<file path="src/rtl/csa_seq_adder_pkg.sv">
// ============================================================================
// Module      : csa_seq_adder_pkg
// Description : Shared definitions for the sequential carry-select adder:
//               FSM state encoding, op-mode constants and index-width helper.
// Revision    : 1.0 - initial release
// ============================================================================
`default_nettype none

package csa_seq_adder_pkg;

  // Controller states
  typedef enum logic [1:0] {
    ST_IDLE = 2'd0,
    ST_RUN  = 2'd1,
    ST_DONE = 2'd2
  } state_e;

  // Operation select values for the sub input
  localparam logic OP_ADD = 1'b0;
  localparam logic OP_SUB = 1'b1;

  // Width of the slice index counter; at least one bit even for one slice
  function automatic int idx_width(input int nblk);
    return (nblk > 1) ? $clog2(nblk) : 1;
  endfunction

endpackage

`default_nettype wire

</file>
<file path="src/rtl/csa_block.sv">
// ============================================================================
// Module      : csa_block
// Description : Combinational carry-select slice. Two ripple chains are
//               evaluated for carry-in 0 and 1; the real carry-in picks one.
//               c_msb is the carry into the slice MSB, used for overflow.
// Revision    : 1.0 - initial release
// ============================================================================
`default_nettype none

module csa_block
  import csa_seq_adder_pkg::*;
#(
  parameter int BLOCK = 4
) (
  input  logic [BLOCK-1:0] a,
  input  logic [BLOCK-1:0] b,
  input  logic             cin,
  output logic [BLOCK-1:0] sum,
  output logic             cout,
  output logic             c_msb
);

  logic [BLOCK-1:0] sum0;
  logic [BLOCK-1:0] sum1;
  logic [BLOCK:0]   c0;
  logic [BLOCK:0]   c1;

  // Both speculative ripple chains, one per assumed carry-in
  always_comb begin
    sum0  = '0;
    sum1  = '0;
    c0    = '0;
    c1    = '0;
    c0[0] = 1'b0;
    c1[0] = 1'b1;
    for (int i = 0; i < BLOCK; i++) begin
      sum0[i]  = a[i] ^ b[i] ^ c0[i];
      c0[i+1]  = (a[i] & b[i]) | (c0[i] & (a[i] ^ b[i]));
      sum1[i]  = a[i] ^ b[i] ^ c1[i];
      c1[i+1]  = (a[i] & b[i]) | (c1[i] & (a[i] ^ b[i]));
    end
  end

  assign sum   = cin ? sum1 : sum0;
  assign cout  = cin ? c1[BLOCK] : c0[BLOCK];
  assign c_msb = cin ? c1[BLOCK-1] : c0[BLOCK-1];

endmodule

`default_nettype wire

</file>
<file path="src/rtl/csa_seq_adder.sv">
// ============================================================================
// Module      : csa_seq_adder
// Description : Multi-cycle carry-select adder/subtractor. One BLOCK-bit
//               slice is processed per clock, LSB first, with the carry
//               threaded through a register. start/busy/done handshake;
//               reports sum, carry-out and signed overflow.
//               WIDTH must be a multiple of BLOCK.
// Revision    : 1.0 - initial release
// ============================================================================
`default_nettype none

module csa_seq_adder
  import csa_seq_adder_pkg::*;
#(
  parameter int WIDTH = 16,
  parameter int BLOCK = 4
) (
  input  logic             clock,
  input  logic             reset_n,
  input  logic             start,
  input  logic             sub,
  input  logic [WIDTH-1:0] a,
  input  logic [WIDTH-1:0] b,
  input  logic             cin,
  output logic             busy,
  output logic             done,
  output logic [WIDTH-1:0] sum,
  output logic             cout,
  output logic             overflow
);

  localparam int                NBLK       = WIDTH / BLOCK;
  localparam int                IDXW       = idx_width(NBLK);
  localparam logic [IDXW-1:0]   LAST_IDX   = IDXW'(NBLK - 1);
  localparam logic [WIDTH-1:0]  SLICE_MASK = WIDTH'({BLOCK{1'b1}});

  state_e            state_q, state_d;
  logic [WIDTH-1:0]  opa_q, opa_d;
  logic [WIDTH-1:0]  opb_q, opb_d;
  logic [WIDTH-1:0]  acc_q, acc_d;
  logic              carry_q, carry_d;
  logic [IDXW-1:0]   idx_q, idx_d;
  logic [WIDTH-1:0]  sum_q, sum_d;
  logic              cout_q, cout_d;
  logic              ovf_q, ovf_d;

  logic              load;
  logic              last;
  logic [31:0]       ofs;
  logic [WIDTH-1:0]  opa_sh;
  logic [WIDTH-1:0]  opb_sh;
  logic [BLOCK-1:0]  blk_sum;
  logic              blk_cout;
  logic              blk_cmsb;

  // Bit offset of the current slice; shifting avoids a variable part-select
  assign ofs    = 32'(idx_q) * 32'(BLOCK);
  assign opa_sh = opa_q >> ofs;
  assign opb_sh = opb_q >> ofs;
  assign last   = (idx_q == LAST_IDX);

  csa_block #(
    .BLOCK (BLOCK)
  ) u_blk (
    .a     (opa_sh[BLOCK-1:0]),
    .b     (opb_sh[BLOCK-1:0]),
    .cin   (carry_q),
    .sum   (blk_sum),
    .cout  (blk_cout),
    .c_msb (blk_cmsb)
  );

  // Next-state logic; load marks the cycle operands are captured
  always_comb begin
    state_d = state_q;
    load    = 1'b0;
    case (state_q)
      ST_IDLE: begin
        if (start) begin
          state_d = ST_RUN;
          load    = 1'b1;
        end
      end
      ST_RUN: begin
        if (last) state_d = ST_DONE;
      end
      ST_DONE: begin
        if (start) begin
          state_d = ST_RUN;
          load    = 1'b1;
        end else begin
          state_d = ST_IDLE;
        end
      end
      default: state_d = ST_IDLE;
    endcase
  end

  // Datapath: operand capture, per-slice accumulate, result publish on last slice
  always_comb begin
    opa_d   = opa_q;
    opb_d   = opb_q;
    acc_d   = acc_q;
    carry_d = carry_q;
    idx_d   = idx_q;
    sum_d   = sum_q;
    cout_d  = cout_q;
    ovf_d   = ovf_q;
    if (load) begin
      // Subtract is a + ~b + !borrow_in
      opa_d   = a;
      opb_d   = (sub == OP_SUB) ? ~b : b;
      carry_d = (sub == OP_SUB) ? ~cin : cin;
      idx_d   = '0;
    end else if (state_q == ST_RUN) begin
      acc_d   = (acc_q & ~(SLICE_MASK << ofs)) | (WIDTH'(blk_sum) << ofs);
      carry_d = blk_cout;
      idx_d   = last ? '0 : idx_q + 1'b1;
      if (last) begin
        sum_d  = acc_d;
        cout_d = blk_cout;
        ovf_d  = blk_cmsb ^ blk_cout;
      end
    end
  end

  // State and datapath registers with asynchronous clear
  always_ff @(posedge clock or negedge reset_n) begin
    if (!reset_n) begin
      state_q <= ST_IDLE;
      opa_q   <= '0;
      opb_q   <= '0;
      acc_q   <= '0;
      carry_q <= 1'b0;
      idx_q   <= '0;
      sum_q   <= '0;
      cout_q  <= 1'b0;
      ovf_q   <= 1'b0;
    end else begin
      state_q <= state_d;
      opa_q   <= opa_d;
      opb_q   <= opb_d;
      acc_q   <= acc_d;
      carry_q <= carry_d;
      idx_q   <= idx_d;
      sum_q   <= sum_d;
      cout_q  <= cout_d;
      ovf_q   <= ovf_d;
    end
  end

  assign busy     = (state_q == ST_RUN);
  assign done     = (state_q == ST_DONE);
  assign sum      = sum_q;
  assign cout     = cout_q;
  assign overflow = ovf_q;

endmodule

`default_nettype wire

</file>
<file path="config.mk">
export PLATFORM = sky130hd
export DESIGN_NAME = csa_seq_adder
export DESIGN_NICKNAME = d
export VERILOG_FILES = /design/src/rtl/csa_seq_adder_pkg.sv /design/src/rtl/csa_block.sv /design/src/rtl/csa_seq_adder.sv
export SDC_FILE = /design/constraint.sdc
export NUM_CORES = 1
export LEC_CHECK = 0
export ABC_AREA = 0
export ABC_CLOCK_PERIOD_IN_PS = 3500
export CAP_MARGIN = 20
export CORE_MARGIN = 2
export CORE_UTILIZATION = 53
export CTS_CLUSTER_SIZE = 28
export DETAILED_ROUTE_END_ITERATION = 10
export GPL_TIMING_DRIVEN = 0
export PLACE_DENSITY = 0.82
export REMOVE_ABC_BUFFERS = 1
export SLEW_MARGIN = 0
export SYNTH_ARGS = -nofsm -noshare
export SYNTH_HDL_FRONTEND = slang
export SYNTH_HIERARCHICAL = 1
export SYNTH_SLANG_ARGS = --single-unit
</file>
<file path="constraint.sdc">
create_clock -name clock -period 3.5 [get_ports clock]
set_clock_uncertainty 0.2 [all_clocks]
set_input_delay 0.7 -clock clock [delete_from_list [all_inputs] [get_ports clock]]
set_output_delay 0.7 -clock clock [all_outputs]
set_load 0.05 [all_outputs]
</file>
After elaboration in Yosys (flattened, before gate mapping):

Cells that the tools add are included.

* bits in read-only memories: 0
* logic and storage cells: 76
* output and inout port bits: 20
* register bits: 71
* input bits: 37
* bits in latches: 0
* memory bits (writable): 0
* memories kept: 0

* $add $sub $neg: 1
* equality and inequality tests: 5
* mux-type cells: 16
* bitwise logic cells: 35
* shift operators: 4
* reductions and logical operators: 6
* divide/modulo/power cells: 0
* order comparisons: 0
* $mul: 0

Operators with widths (number)
* $not 16->16: 2
* $shr 16x4->4: 2
* $and 16x16->16: 1
* $mux 16: 1
* $or 16x16->16: 1
* $shl 4x4->16: 1
* $shl 4x4->16 const A: 1
* $xor 1x1->1: 11
* $and 1x1->1: 10
* $mux 2: 5
* $mux 1: 8
* $or 1x1->1: 7
* $pmux 2 s3: 1
* $eq 2x2->1 const B: 2
* $mux 4: 1
* $reduce_and 2->1: 2
* $not 1->1: 3
* $reduce_and 3->1: 1
* $add 2x1->2 const B: 1
* $eq 2x1->1 const B: 1
* $logic_not 2->1: 1
* $ne 2x1->1 const B: 1
* $ne 2x2->1 const B: 1
* $reduce_bool 2->1: 1
* $reduce_or 2->1: 1

Depth between registers and ports, before layout:

Gate-level depths: netlist of run 1.

* depth after elaboration: 12
* mapped depth: 13
* depth with buffers taken out: 11

Hierarchy:

Netlist of run 1, hierarchy kept.

By module, submodules not included
* csa_seq_adder: cells an instance 268, sequential area each 1676.6 um^2, area each 3141.8 um^2, instances 1
* csa_block: cells an instance 15, sequential area each 0.0 um^2, area each 133.9 um^2, instances 1

Least setup slack after synthesis of run 1:

No wires, ideal clock.

* path kind: register to register
* start point: reg idx_q[0]
* end point: reg acc_q[11]
* stages on the path, launching flop included: 13
* slack: 0.293 ns
* setup time: 0.122 ns
* path buffers: 2
* arrival time: 2.885 ns
* cell sequence: dfrtp_1 > buf_6 > mux4_2 > ha_1 > inv_1 > mux2i_1 > fa_1 > inv_1 > fa_1 > inv_1 > fa_1 > buf_2 > a32o_1

* longest elaborated chain between the ends: 11
* elaborated cells between the ends (all ways): 26
* classes of those cells: shift: 4; mux: 1; bitwise: 21

RTL lines
* start: declaration: RTL line csa_seq_adder.sv:42 `logic [IDXW-1:0] idx_q, idx_d;`
* start signal: assignment: RTL line csa_seq_adder.sv:145 `idx_q <= idx_d;`
* $shr 16x4->4 *: RTL line csa_seq_adder.sv:58 `assign opa_sh = opa_q >> ofs;`
* named net opa_sh[0]: RTL line csa_seq_adder.sv:50 `logic [WIDTH-1:0] opa_sh;`
* $and 1x1->1 or $xor 1x1->1 (tied branches)
* $or 1x1->1: RTL line csa_block.sv:40 `c1[i+1] = (a[i] & b[i]) | (c1[i] & (a[i] ^ b[i]));`
* $and 1x1->1: RTL line csa_block.sv:40
* $or 1x1->1: RTL line csa_block.sv:40
* $and 1x1->1: RTL line csa_block.sv:40
* $or 1x1->1: RTL line csa_block.sv:40
* $xor 1x1->1: RTL line csa_block.sv:39 `sum1[i] = a[i] ^ b[i] ^ c1[i];`
* $mux 4 *: RTL line csa_block.sv:44 `assign sum = cin ? sum1 : sum0;`
* named net blk_sum[3]: RTL line csa_seq_adder.sv:52 `logic [BLOCK-1:0] blk_sum;`
* $shl 4x4->16 *: RTL line csa_seq_adder.sv:116 `acc_d = (acc_q & ~(SLICE_MASK << ofs)) | (WIDTH'(blk_sum) << ofs);`
* $or 16x16->16 *: RTL line csa_seq_adder.sv:116
* end signal: assignment: RTL line csa_seq_adder.sv:133 `acc_q <= '0;`
* end signal: assignment: RTL line csa_seq_adder.sv:143 `acc_q <= acc_d;`
* end: declaration: RTL line csa_seq_adder.sv:40 `logic [WIDTH-1:0] acc_q, acc_d;`

Mark *: on every way through the listed nets, which the timed path passes. The rest lies on a longest branch.
A chain may end at the register's enable or synchronous reset.

Worst setup path after layout of run 1:

* start point: reg idx_q[0]
* end point: reg sum_q[3], in the netlist sum[3]

* longest elaborated chain between the ends: 11
* elaborated cells between the ends (all ways): 28
* classes of those cells: eq/ne: 1; shift: 4; mux: 1; bitwise: 21; reduce/logical: 1

RTL lines
* $shr 16x4->4 *: RTL line csa_seq_adder.sv:58
* named net opa_sh[0]: RTL line csa_seq_adder.sv:50
* $and 1x1->1 or $xor 1x1->1 (tied branches)
* $or 1x1->1: RTL line csa_block.sv:40
* $and 1x1->1: RTL line csa_block.sv:40
* $or 1x1->1: RTL line csa_block.sv:40
* $and 1x1->1: RTL line csa_block.sv:40
* $or 1x1->1: RTL line csa_block.sv:40
* $xor 1x1->1: RTL line csa_block.sv:39
* $mux 4 *: RTL line csa_block.sv:44
* named net blk_sum[3]: RTL line csa_seq_adder.sv:52
* $shl 4x4->16 *: RTL line csa_seq_adder.sv:116
* $or 16x16->16 *: RTL line csa_seq_adder.sv:116
* end signal: assignment: RTL line csa_seq_adder.sv:146 `sum_q <= sum_d;`
* end: declaration: RTL line csa_seq_adder.sv:43 `logic [WIDTH-1:0] sum_q, sum_d;`

Marks and branches as above.

==> results list, run 1 <==
- The run finished with clean final reports.
- The area growth from synthesis to layout is 24.8%.
- For this run, asynchronously set or reset flops after synthesis account for 100%.
- 57 I/O pins were placed.
* CTS HTree Levels: 3
- At the end of routability-driven placement, the weighted congestion stood at around 0.75.
- Before antenna repair, the detailed router went through 5 iterations.
* Cell breakdown of the critical path: mux4_2, ha_1, inv_1, mux2i_1, fa_1, inv_1, fa_1, inv_1, fa_1, a21oi_1, o21ai_0
- Post-Synth XOR/XNOR Area: 5.08%
* Adder-cell share of the synthesized area: ~4.1%
- After Yosys synthesis, and, or, nand and nor cells account for under 10% of the synthesized area.
- Final routed wire length divided by cell count: around 15 um
* Number of global-route vias before repair: approximately 2200
- Setup repair after global routing missed its margin: no
* Slowest Stage Delay on Critical Path: ~700 ps
- The worst hold path belongs to the class in2async.
- The number of different library cells used by synthesis comes to 31.
* Core footprint: approximately 6000 um2
* Element type at the critical path start: flip-flop
- After synthesis, the mean cell area works out to about 12 um2.
* Clock insertion delay at the later pin of the skew report: 340 ps
- Largest fanout on the critical path: 10
- Of the synthesized area, sequential elements account for 51.2%.
* Antenna Diode Count: 0
- In this run, synthesis inferred 0 flip-flops with an integrated enable.
* Number of buffer and inverter stages on the critical path: 3
* Cell area after layout: between 4000 and 5000 um2
* Setup violators final: 0
* Maximum buffer depth of the clock tree: 2
* Largest family of logic cells by synthesized area: multiplexers
* Total global-route track usage: 20.7%
- Lkg Pwr: 1.79 nW
- In this run the remaining antenna-violating nets after routing total 0.
- The slowest stage of the critical path belongs to the cell fa_1.
* Clock buffer count from CTS: 9
* Clock root buffer: clkbuf_8
- Worst-case hold slack: roughly 240 ps
- STA classifies the critical path endpoint as a flip-flop.
* Final Net Count: around 380
- Final Hold Viols: 0
* Fraction of final layout cells sized beyond drive strength 1: between 10% and 20%
- For the worst setup path, the data required time is between 3000 and 4000 ps.
- The number of hold buffers added after CTS was 0.
* I/O Buffers: between 50 and 60
- Global route overflow: 0
- Via-per-instance ratio: roughly 5.4
- For this run, the leading register cell type out of synthesis is dfrtp_1.
- Counting every sink on the clock net gives 67.
* Clock Pin Slew Worst Setup and Hold Paths: 70 ps
- Maximum operating frequency: 0.302 GHz
- Cells after synthesis: 283
- Summing the areas of all compound-gate instances in the mapped netlist gives 11.1% of the synthesized area.
- Die height: about 83 um
* Multiplexer share of the synthesized area: 13.1%
- Detailed placement finished with a half-perimeter wire length of 3.98 mm.
* Fillers: between 400 and 500
* Slew Viols, Final: 0
- Die width: just over 80 um
- Of the available clock period, the critical path in the final layout requires a little over nine tenths.
* Transition at the pin with the smallest max-transition slack: 905 ps
- The die covers around 7000 um2.
* Count of unresolved DRC violations after routing: 0
- Antenna violations before repair: 0
- Warning count from the yosys run: 6
- STA puts the critical path data arrival time at ~3400 ps.
* DRT iter0 DRCs: approximately 180
- Maximum VDD drop: just over 0.7 mV
- Starting utilization of the core area: around 55%
* Critical Setup Path Class: reg2reg
* Worst path top cell family by delay: adder cells
- After layout, the minimum clock period comes to 3310 ps.
* Placement-stage cell area: roughly 3800 um2
* Max-slew headroom: about two fifths
- Max-cap violations: 0
- Via total after detailed routing: approximately 2200
* Area of the mapped netlist: between 3000 and 4000 um2
- Detailed Route WL: 6.29 mm
- Row count: 28
* Clock tree from TritonCTS: built
- Maximum number of pins on one net before global-route repair: 68
* Number of synthesized register bits: 67
* First-pass GRT wire length: between 10 and 15 mm
- Power density over the cells: 1120 nW/um2
routing by layer:
layer | track usage (%) | routed length (um)
met1 | 25.9 | 2600
met2 | 34.0 | 3160
met3 | 6.96 | 422
met4 | 6.72 | 104
met5 | 0 | 0
logic make-up (layout without fill, tap and decap cells):
logic type                 Yosys count  in the layout
AOI/OAI and AO/OA                   60             60
xor gates and xnor gates            19             19
adders and majority gates            9              9
buffers and inverters               35             92
DFF                                 67             67
muxes                               26             26
and+or+nand+nor                     67             67
placed cells by master, fill, tap and decap left out, types with 2 or more instances in the layout:
cell,instances
a21oi_1,12
a32o_1,12
buf_4,7
bufinv_16,2
clkbuf_8,9
clkdlybuf4s50_1,55
clkinv_2,2
clkinvlp_4,3
dfrtp_1,65
fa_1,3
ha_1,6
inv_1,11
mux2_2,3
mux2_4,13
mux4_2,8
nand2_1,43
nand3_1,2
nor2b_1,15
o21ai_0,30
o21ai_1,4
xnor2_1,17
xor2_1,2
flip-flops by register name, summed over array words and instances (netlist names), 2 cells and up:
signal and flops:
idx_q 2, state_q 2, opb_q 16, acc_q 12, opa_q 16, sum 16
what timing repair did:
item                                    4_1_cts  5_1_grt
endpoints found under the setup margin       14        5
gates resized for setup                       3        0
buffers inserted                              0        6
area by class of cell:
| cell class | count | area [um2] | area share [%] |
|---|---|---|---|
| tap | 75 | 93.8 | 2.30 |
| timing repair buffer | 64 | 638 | 15.6 |
| clock inverter | 7 | 92.6 | 2.27 |
| sequential | 67 | 1680 | 41.2 |
| multi-input combinational | 181 | 1410 | 34.5 |
| clock buffer | 9 | 124 | 3.03 |
| inverter | 12 | 45.0 | 1.10 |
power by group:
part	switching (W)	internal (W)	leakage [nW]
Clock	0.000308	0.000398	0.101
Sequential	0.000238	0.00114	0.830
Combinational	0.00143	0.00105	0.861
Total	0.00197	0.00259	1.79
synth_stat cells, types with 2 or more instances:
cell / n / area, um2
buf_6: 4 / 45.0
ha_1: 6 / 75.1
buf_2: 11 / 55.1
clkbuf_1: 4 / 15.0
mux2_4: 13 / 195
xor2_1: 2 / 17.5
o21ai_0: 30 / 150
a21oi_1: 12 / 60.1
nand2b_1: 2 / 12.5
xnor2_1: 17 / 149
mux2_2: 3 / 33.8
buf_4: 4 / 30.0
nand3_1: 2 / 10.0
dfrtp_1: 67 / 1680
fa_1: 3 / 60.1
nor2b_1: 15 / 93.8
a32o_1: 12 / 120
mux4_2: 8 / 180
nand2_1: 43 / 161
o21ai_1: 4 / 20.0
inv_1: 11 / 41.3
worst paths after layout:
| check | from | to | slack [ps] | cells past startpoint |
|---|---|---|---|---|
| hold / removal | reset_n | sum[14] | 240 | 1 |
| setup reg to reg | idx_q[0] | sum[3] | 190 | 11 |
| setup / recovery | idx_q[0] | sum[3] | 190 | 11 |
| max in group asynchronous | reset_n | idx_q[0] | 2240 | 1 |
| hold reg to reg | opb_q[4] | opb_q[4] | 280 | 2 |
| min in group clock | opb_q[4] | opb_q[4] | 280 | 2 |
stage by stage:
stage	worst slack [ps]	TNS (ps)	instances	total power [W]	utilization (%)
finish	187	0	415	0.00456	68.6
global placement	-574	-39910	391	0.00370	63.6
CTS	1.40	0	408	0.00453	67.6
floorplan	151	0	260	0.00306	-
global route	0.383	0	415	0.00488	68.6
detailed placement	-343	-2190	392	0.00378	63.9
Power figures use the tool's default switching activity.
==> inputs of run 2 (changes only) <==
--- a/config.mk
+++ b/config.mk
@@ -6,14 +6,16 @@
 export NUM_CORES = 1
 export LEC_CHECK = 0
 export ABC_AREA = 0
-export ABC_CLOCK_PERIOD_IN_PS = 3500
+export ABC_CLOCK_PERIOD_IN_PS = 4000
 export CAP_MARGIN = 20
 export CORE_MARGIN = 2
-export CORE_UTILIZATION = 53
+export CORE_UTILIZATION = 55
+export CTS_BUF_LIST = sky130_fd_sc_hd__clkbuf_4
 export CTS_CLUSTER_SIZE = 28
 export DETAILED_ROUTE_END_ITERATION = 10
+export GPL_ROUTABILITY_DRIVEN = 0
 export GPL_TIMING_DRIVEN = 0
-export PLACE_DENSITY = 0.82
+export PLACE_DENSITY = 0.85
 export REMOVE_ABC_BUFFERS = 1
 export SLEW_MARGIN = 0
 export SYNTH_ARGS = -nofsm -noshare
==> constraint.sdc (replaced) <==
create_clock -name clock -period 4 [get_ports clock]
set_clock_uncertainty 0.2 [all_clocks]
set_input_delay 0.8 -clock clock [delete_from_list [all_inputs] [get_ports clock]]
set_output_delay 0.8 -clock clock [all_outputs]
set_load 0.05 [all_outputs]
==> results list, run 2 (synthesis gave the netlist of run 1 again) <==
- The run finished with clean final reports.
- Clock tree from TritonCTS: built
* Number of hold buffers added after CTS: 0
- Sw frac: between 40% and 50%
* Clock root buffer: clkbuf_4
- The worst setup path is captured at a flip-flop.
* Element type at the critical path start: flip-flop
- Entering global routing, the biggest net connects approximately 70 pins.
- At the pin with the least slew margin, the transition time is a little under 900 ps.
* Required time reported for the critical path endpoint: roughly 4100 ps
- Of the cells placed in the final design, the portion with a size suffix greater than 1 is 13.3%.
- DR pass1 iterations: 4
* Antenna violations before repair: 0
- The worst register-to-register path ends at sum[3].
* DRT iter0 DRCs: 134
- Slew Viols, Final: 0
- Clock tree synthesis found a total of 67 sinks.
- The die covers 6590 um2.
* First-pass GRT wire length: just under 10 mm
* Lkg Pwr: 1.72 nW
- Starting utilization of the core area: roughly 56%
- Commonest non-fill, non-tap cell in the layout: dfrtp_1
- In the layout the commonest cells are dfrtp_1, clkdlybuf4s50_1, nand2_1.
- Top metal layer carrying routed signals: met4
- Total global-route track usage: approximately 20%
- Arrival time at the worst endpoint: ~3600 ps
* Power density over the cells: slightly above 900 nW/um2
- Setup violations remaining at the end of the flow were counted as 0.
- Setup slack of the critical path after layout: around 520 ps
* Clk pwr share: a little under a tenth
* Die width: 81.2 um
- For this run the aggregate overflow at the end of global routing stands at 0.
- Maximum operating frequency: between 0.2 and 0.3 GHz
* Worst-case hold slack: between 200 and 300 ps
- Fraction of power consumed by combinational cells: between 50 and 60%
* Maximum VDD drop: roughly 0.56 mV
* Dpl hpwl: between 3 and 4 mm
* Share of total power in sequential cells: 33.3%
- Final Hold Viols: 0
* Clock Pin Slew Worst Setup and Hold Paths: 100 ps
* Post-CTS Repair Setup Buffers: 0
- Detailed Route WL: 5.65 mm
* Largest fanout on the critical path: 17
- Wire length on met3: around 250 um
* I/O Buffers: 56
- The initialized floorplan defines 28 standard-cell rows.
- Dividing the detail-routed wire length by the instance count gives 13.9 um.
- The number of global-route vias before repair is ~2200.
- Final Net Count: ~380
* Post-layout minimum cycle time: ~3500 ps
* Core footprint: about 6000 um2
* Setup repair after global routing missed its margin: no
- Max-slew headroom: about two fifths
- Total I/O pin count: between 50 and 60
* Area added between synthesis and finish: 19.5%
- Class of the worst hold path: in2async
- Post-Route Utilization: about two thirds
- Final setup TNS: 0 ps
* Antenna Diode Count: 0
- The worst setup path is of the reg2reg kind.
* Length of routed met2 wiring: around 2.8 mm
* Count of unresolved DRC violations after routing: 0
* Max-cap violations: 0
* Worst reg2reg path depth: 11
- The routed layout has ~2100 vias.
- Internal portion of total power: around 0.002 W
* Reg2Reg Launch Point: idx_q[0]
- The worst register-to-register path has a setup slack of approximately 520 ps.
- Net switching power figure: between 0.0015 and 0.002 W
- In this run the number of H-tree levels came out at 3.
* Via-per-instance ratio: around 5.3
- No sink is reached through more buffers than the 2 on the longest clock path.
- Clock insertion delay at the later pin of the skew report: around 400 ps
- Sum of routed wire segments on met1: 2.52 mm
- Prior to clock tree synthesis, the placed netlist has a worst setup slack of ~220 ps.
* Clock buffer count from CTS: 9
* Crit share post-route: a little under 90%
* Die height: between 80 and 90 um
* ANT nets after route: 0
==> run 2: power by group through the flow <==
stage	clock [W]	combinational (W)	sequential, W
floorplan	0	0.00128	0.00140
global placement	0	0.00202	0.00121
detailed placement	0	0.00207	0.00123
CTS	0.000362	0.00207	0.00121
global route	0.000389	0.00229	0.00126
finish	0.000350	0.00207	0.00121
==> run 2: worst max-delay path by stage <==
| stage | from | slack (ps) | end |
|---|---|---|---|
| after global routing | idx_q[0] | 180 | sum[7] |
| after CTS | idx_q[0] | 190 | sum[3] |
| after floorplan | idx_q[0] | 650 | sum[7] |
| final | idx_q[0] | 520 | sum[3] |
| after global placement | reset_n | -130 | opb_q[4] |
| after detailed placement | idx_q[0] | 220 | sum[3] |
==> run 2: layout make-up <==
cell class              instances  area (um2)
well taps                      75        93.8
clock inverters                 1        3.75
clock buffers                  12        90.1
fillers                       461        1940
inverters                      12        45.0
flip-flops and latches         67        1680
multi-input cells             181        1410
repair buffers                 58         593
==> run 2: metal layers <==
| layer | vias up | track usage, % |
|---|---|---|
| met5 | - | 0 |
| li1 | 1050 | - |
| met3 | 9 | 5.33 |
| met4 | 0 | 9.15 |
| met1 | 1019 | 24.7 |
| met2 | 54 | 32.4 |
==> run 2: timing repair <==
item	4_1_cts	5_1_grt
endpoints found under the setup margin	0	4
resized for setup	0	1
endpoints found under the hold margin	0	0
==> run 2: stage by stage <==
step	instance area, um2	instances	total power [W]
3_3_place_gp	3780	391	0.00323
6_report	3920	406	0.00363
4_1_cts	3900	405	0.00365
2_1_floorplan	3130	260	0.00268
3_5_place_dp	3800	392	0.00330
5_1_grt	3920	406	0.00394
==> run 2: worst max-delay path: stages, from the launching register on <==
cell and delay (ps):
dfrtp_2 660, mux4_2 590, ha_1 210, inv_1 40
mux2i_1 70, fa_1 360, inv_1 70, fa_1 170
inv_1 70, fa_1 690, a21oi_1 100, o21ai_0 160
==> inputs of run 3 (changes only) <==
--- a/config.mk
+++ b/config.mk
@@ -8,14 +8,14 @@
 export ABC_AREA = 0
 export ABC_CLOCK_PERIOD_IN_PS = 4000
 export CAP_MARGIN = 20
-export CORE_MARGIN = 2
-export CORE_UTILIZATION = 55
+export CORE_MARGIN = 3
+export CORE_UTILIZATION = 30
 export CTS_BUF_LIST = sky130_fd_sc_hd__clkbuf_4
 export CTS_CLUSTER_SIZE = 28
 export DETAILED_ROUTE_END_ITERATION = 10
 export GPL_ROUTABILITY_DRIVEN = 0
 export GPL_TIMING_DRIVEN = 0
-export PLACE_DENSITY = 0.85
+export PLACE_DENSITY = 0.52
 export REMOVE_ABC_BUFFERS = 1
 export SLEW_MARGIN = 0
 export SYNTH_ARGS = -nofsm -noshare
==> results list, run 3 (synthesis gave the netlist of run 1 again) <==
- Run status: finished clean
- The longest clock path from root to sink contains 2 buffers.
- First-pass GRT wire length: around 11 mm
- Sequential cells burn between 30% and 40% of the power.
- Of the cells placed in the final design, the portion with a size suffix greater than 1 is 13.8%.
- Dividing the detail-routed wire length by the instance count gives roughly 14 um.
- Via-per-instance ratio: between 4 and 5
- Summed over all cells, the static leakage comes to approximately 1.7 nW.
- Clock tree from TritonCTS: built
- The worst path uses 87.7% of the clock period.
* Count of unresolved DRC violations after routing: 0
* Commonest cells after routing, fill and taps aside: dfrtp_1, clkdlybuf4s50_1, nand2_1
* Clock Pin Slew Worst Setup and Hold Paths: roughly 120 ps
- Internal portion of total power: between 0.002 and 0.0025 W
- Maximum number of pins on one net before global-route repair: 68
- Combined flip-flop and latch cell area: about 1700 um2
* Maximum VDD drop: ~0.34 mV
- Maximum operating frequency: ~0.29 GHz
- First element of the critical path: idx_q[0]
* Detailed Route WL: between 6 and 7 mm
- For this block, the via count after detailed routing is 2100.
- At the later pin of the worst-skew pair, clock insertion delay measures between 400 and 500 ps.
* Critical Setup Path Class: reg2reg
- Max-cap violations in this run came to 0.
- At the end of the flow the core is filled with cells to between 30% and 40%.
- Setup violators final: 0
* Cell breakdown of the critical path: mux4_2, ha_1, inv_1, mux2i_1, fa_1, inv_1, fa_1, inv_1, fa_1, a21oi_1, o21ai_0
- Area of the die: approximately 12000 um2
* Die height: approximately 110 um
- Along the worst path, the maximum fanout reaches 17.
- Area added between synthesis and finish: 23.4%
- The max-slew violation total from the final report is 0.
- Met1 global-route usage: between 10% and 20%
- Final setup TNS: 0 ps
- Data arrives at the worst endpoint at approximately 3700 ps.
- The routed design could run at a clock period as short as 3510 ps.
* Final Hold Viols: 0
- During placement, the flow inserted port buffers numbering 56.
- Fillers: around 1100
* Fraction of power consumed by combinational cells: a little under three fifths
- Worst-case hold slack: 278 ps
- Core footprint: around 10000 um2
- After the flow finishes, the layout carries non-filler instances totaling 470.
- DR pass1 iterations: 4
- Commonest non-fill, non-tap cell in the layout: dfrtp_1
- Clk pwr share: 11.7%
- Die width: roughly 110 um
- Row count: 37
- The number of global-route vias before repair was 2238.
- DRT iter0 DRCs: 60
- The clock net in this run drives a total of 67 sinks.
- Data on the critical path is required at its endpoint by around 4100 ps.
- Setup repair after global routing left no endpoint under its margin.
- Element type at the critical path start: flip-flop
- Dpl hpwl: between 4 and 5 mm
- Cell with the largest stage delay on the worst path: dfrtp_2
- ANT nets after route: 0
- Max-slew headroom: between 30% and 40%
- Number of placed instances, taps included: 453
- Net switching is around 45% of the power.
* Reg-to-Reg End: sum[7]
* Power density over the cells: slightly above 900 nW/um2
- Global route overflow: 0
- Total I/O pin count: 57
- Worst reg2reg path depth: 11
- Clock root buffer: clkbuf_4
- Clock buffer count from CTS: 9
* Class of the worst hold path: in2async
* Slack of the worst reg-to-reg path: a little under 500 ps
- Global routing used about 17% of the available met2 tracks.
- At the pin with the least slew margin, the transition time is 928 ps.
- Final Net Count: about 380
* Starting utilization of the core area: a little under a third
- Reg2Reg Launch Point: idx_q[0]
- Nature of the critical path endpoint: flip-flop
- The layer flagged by global routing as most heavily used is met2.
* Met3 capacity usage during global routing: between 3 and 4%
- Total global-route track usage: 11.1%
- Summing all multi-input logic gate instances after layout gives between 1000 and 1500 um2.
* Net switching power figure: ~0.0017 W
- CTS built an H-tree with a depth of 3.
- The number of antenna violations at the first check in global routing was 0.
- Antenna Diode Count: 0
- Slowest Stage Delay on Critical Path: about 700 ps
-- run 3: changes by cell type in the layout (fill, tap and decap cells not counted), sizes merged --
cell      previous run  this run
clkinv               1         3
clkinvlp             0         3
bufinv               0         1
clkbuf              12         9
-- run 3: critical path, delay by kind of cell (launching register included) --
kind / cells / cell delay [ps]
adders and majority gates: 4 / 1410
DFF: 1 / 700
muxes: 2 / 660
AOI/OAI and AO/OA: 2 / 280
buffers and inverters: 3 / 200
-- run 3: routing by layer --
metal	vias to the layer above	wire [um]
li1	1053	-
met1	994	3140
met2	47	2860
met3	6	301
met4	0	60
met5	-	0
-- run 3: stage by stage --
step	cell area, um2	power, W	worst slack [ps]
global placement	3860	0.00331	-399
detailed placement	3890	0.00336	150
finish	4040	0.00374	493
floorplan	3130	0.00268	651
global route	4040	0.00410	238
CTS	4030	0.00380	126
-- run 3: timing repair --
item	in CTS	in global routing
resized for setup	0	1
setup endpoints to repair	0	6
hold endpoints to repair	0	0
setup buffers	0	0
hold buffers	0	0
-- run 3: power by group through the flow --
| stage | combinational, W | sequential [W] | clock, W |
|---|---|---|---|
| after CTS | 0.00213 | 0.00122 | 0.000454 |
| after detailed placement | 0.00213 | 0.00124 | 0 |
| final | 0.00209 | 0.00121 | 0.000439 |
| after global routing | 0.00234 | 0.00127 | 0.000485 |
| after global placement | 0.00209 | 0.00122 | 0 |
| after floorplan | 0.00128 | 0.00140 | 0 |
-- run 3: worst max path at each step --
stage                     to  slack, ps  depth (start not counted)
finish                sum[7]        490                         11
global route          sum[3]        240                         11
CTS                   sum[7]        130                         11
detailed placement    sum[7]        150                         11
global placement    opb_q[4]       -400                          1
floorplan             sum[7]        650                         11
-- run 3: final cells by class --
class,instances,share of cell area [%]
flip-flops and latches,67,41.5
clock buffers,9,1.67
multi-input cells,181,34.9
well taps,136,4.21
clock inverters,7,1.70
inverters,12,1.11
repair buffers,58,14.9
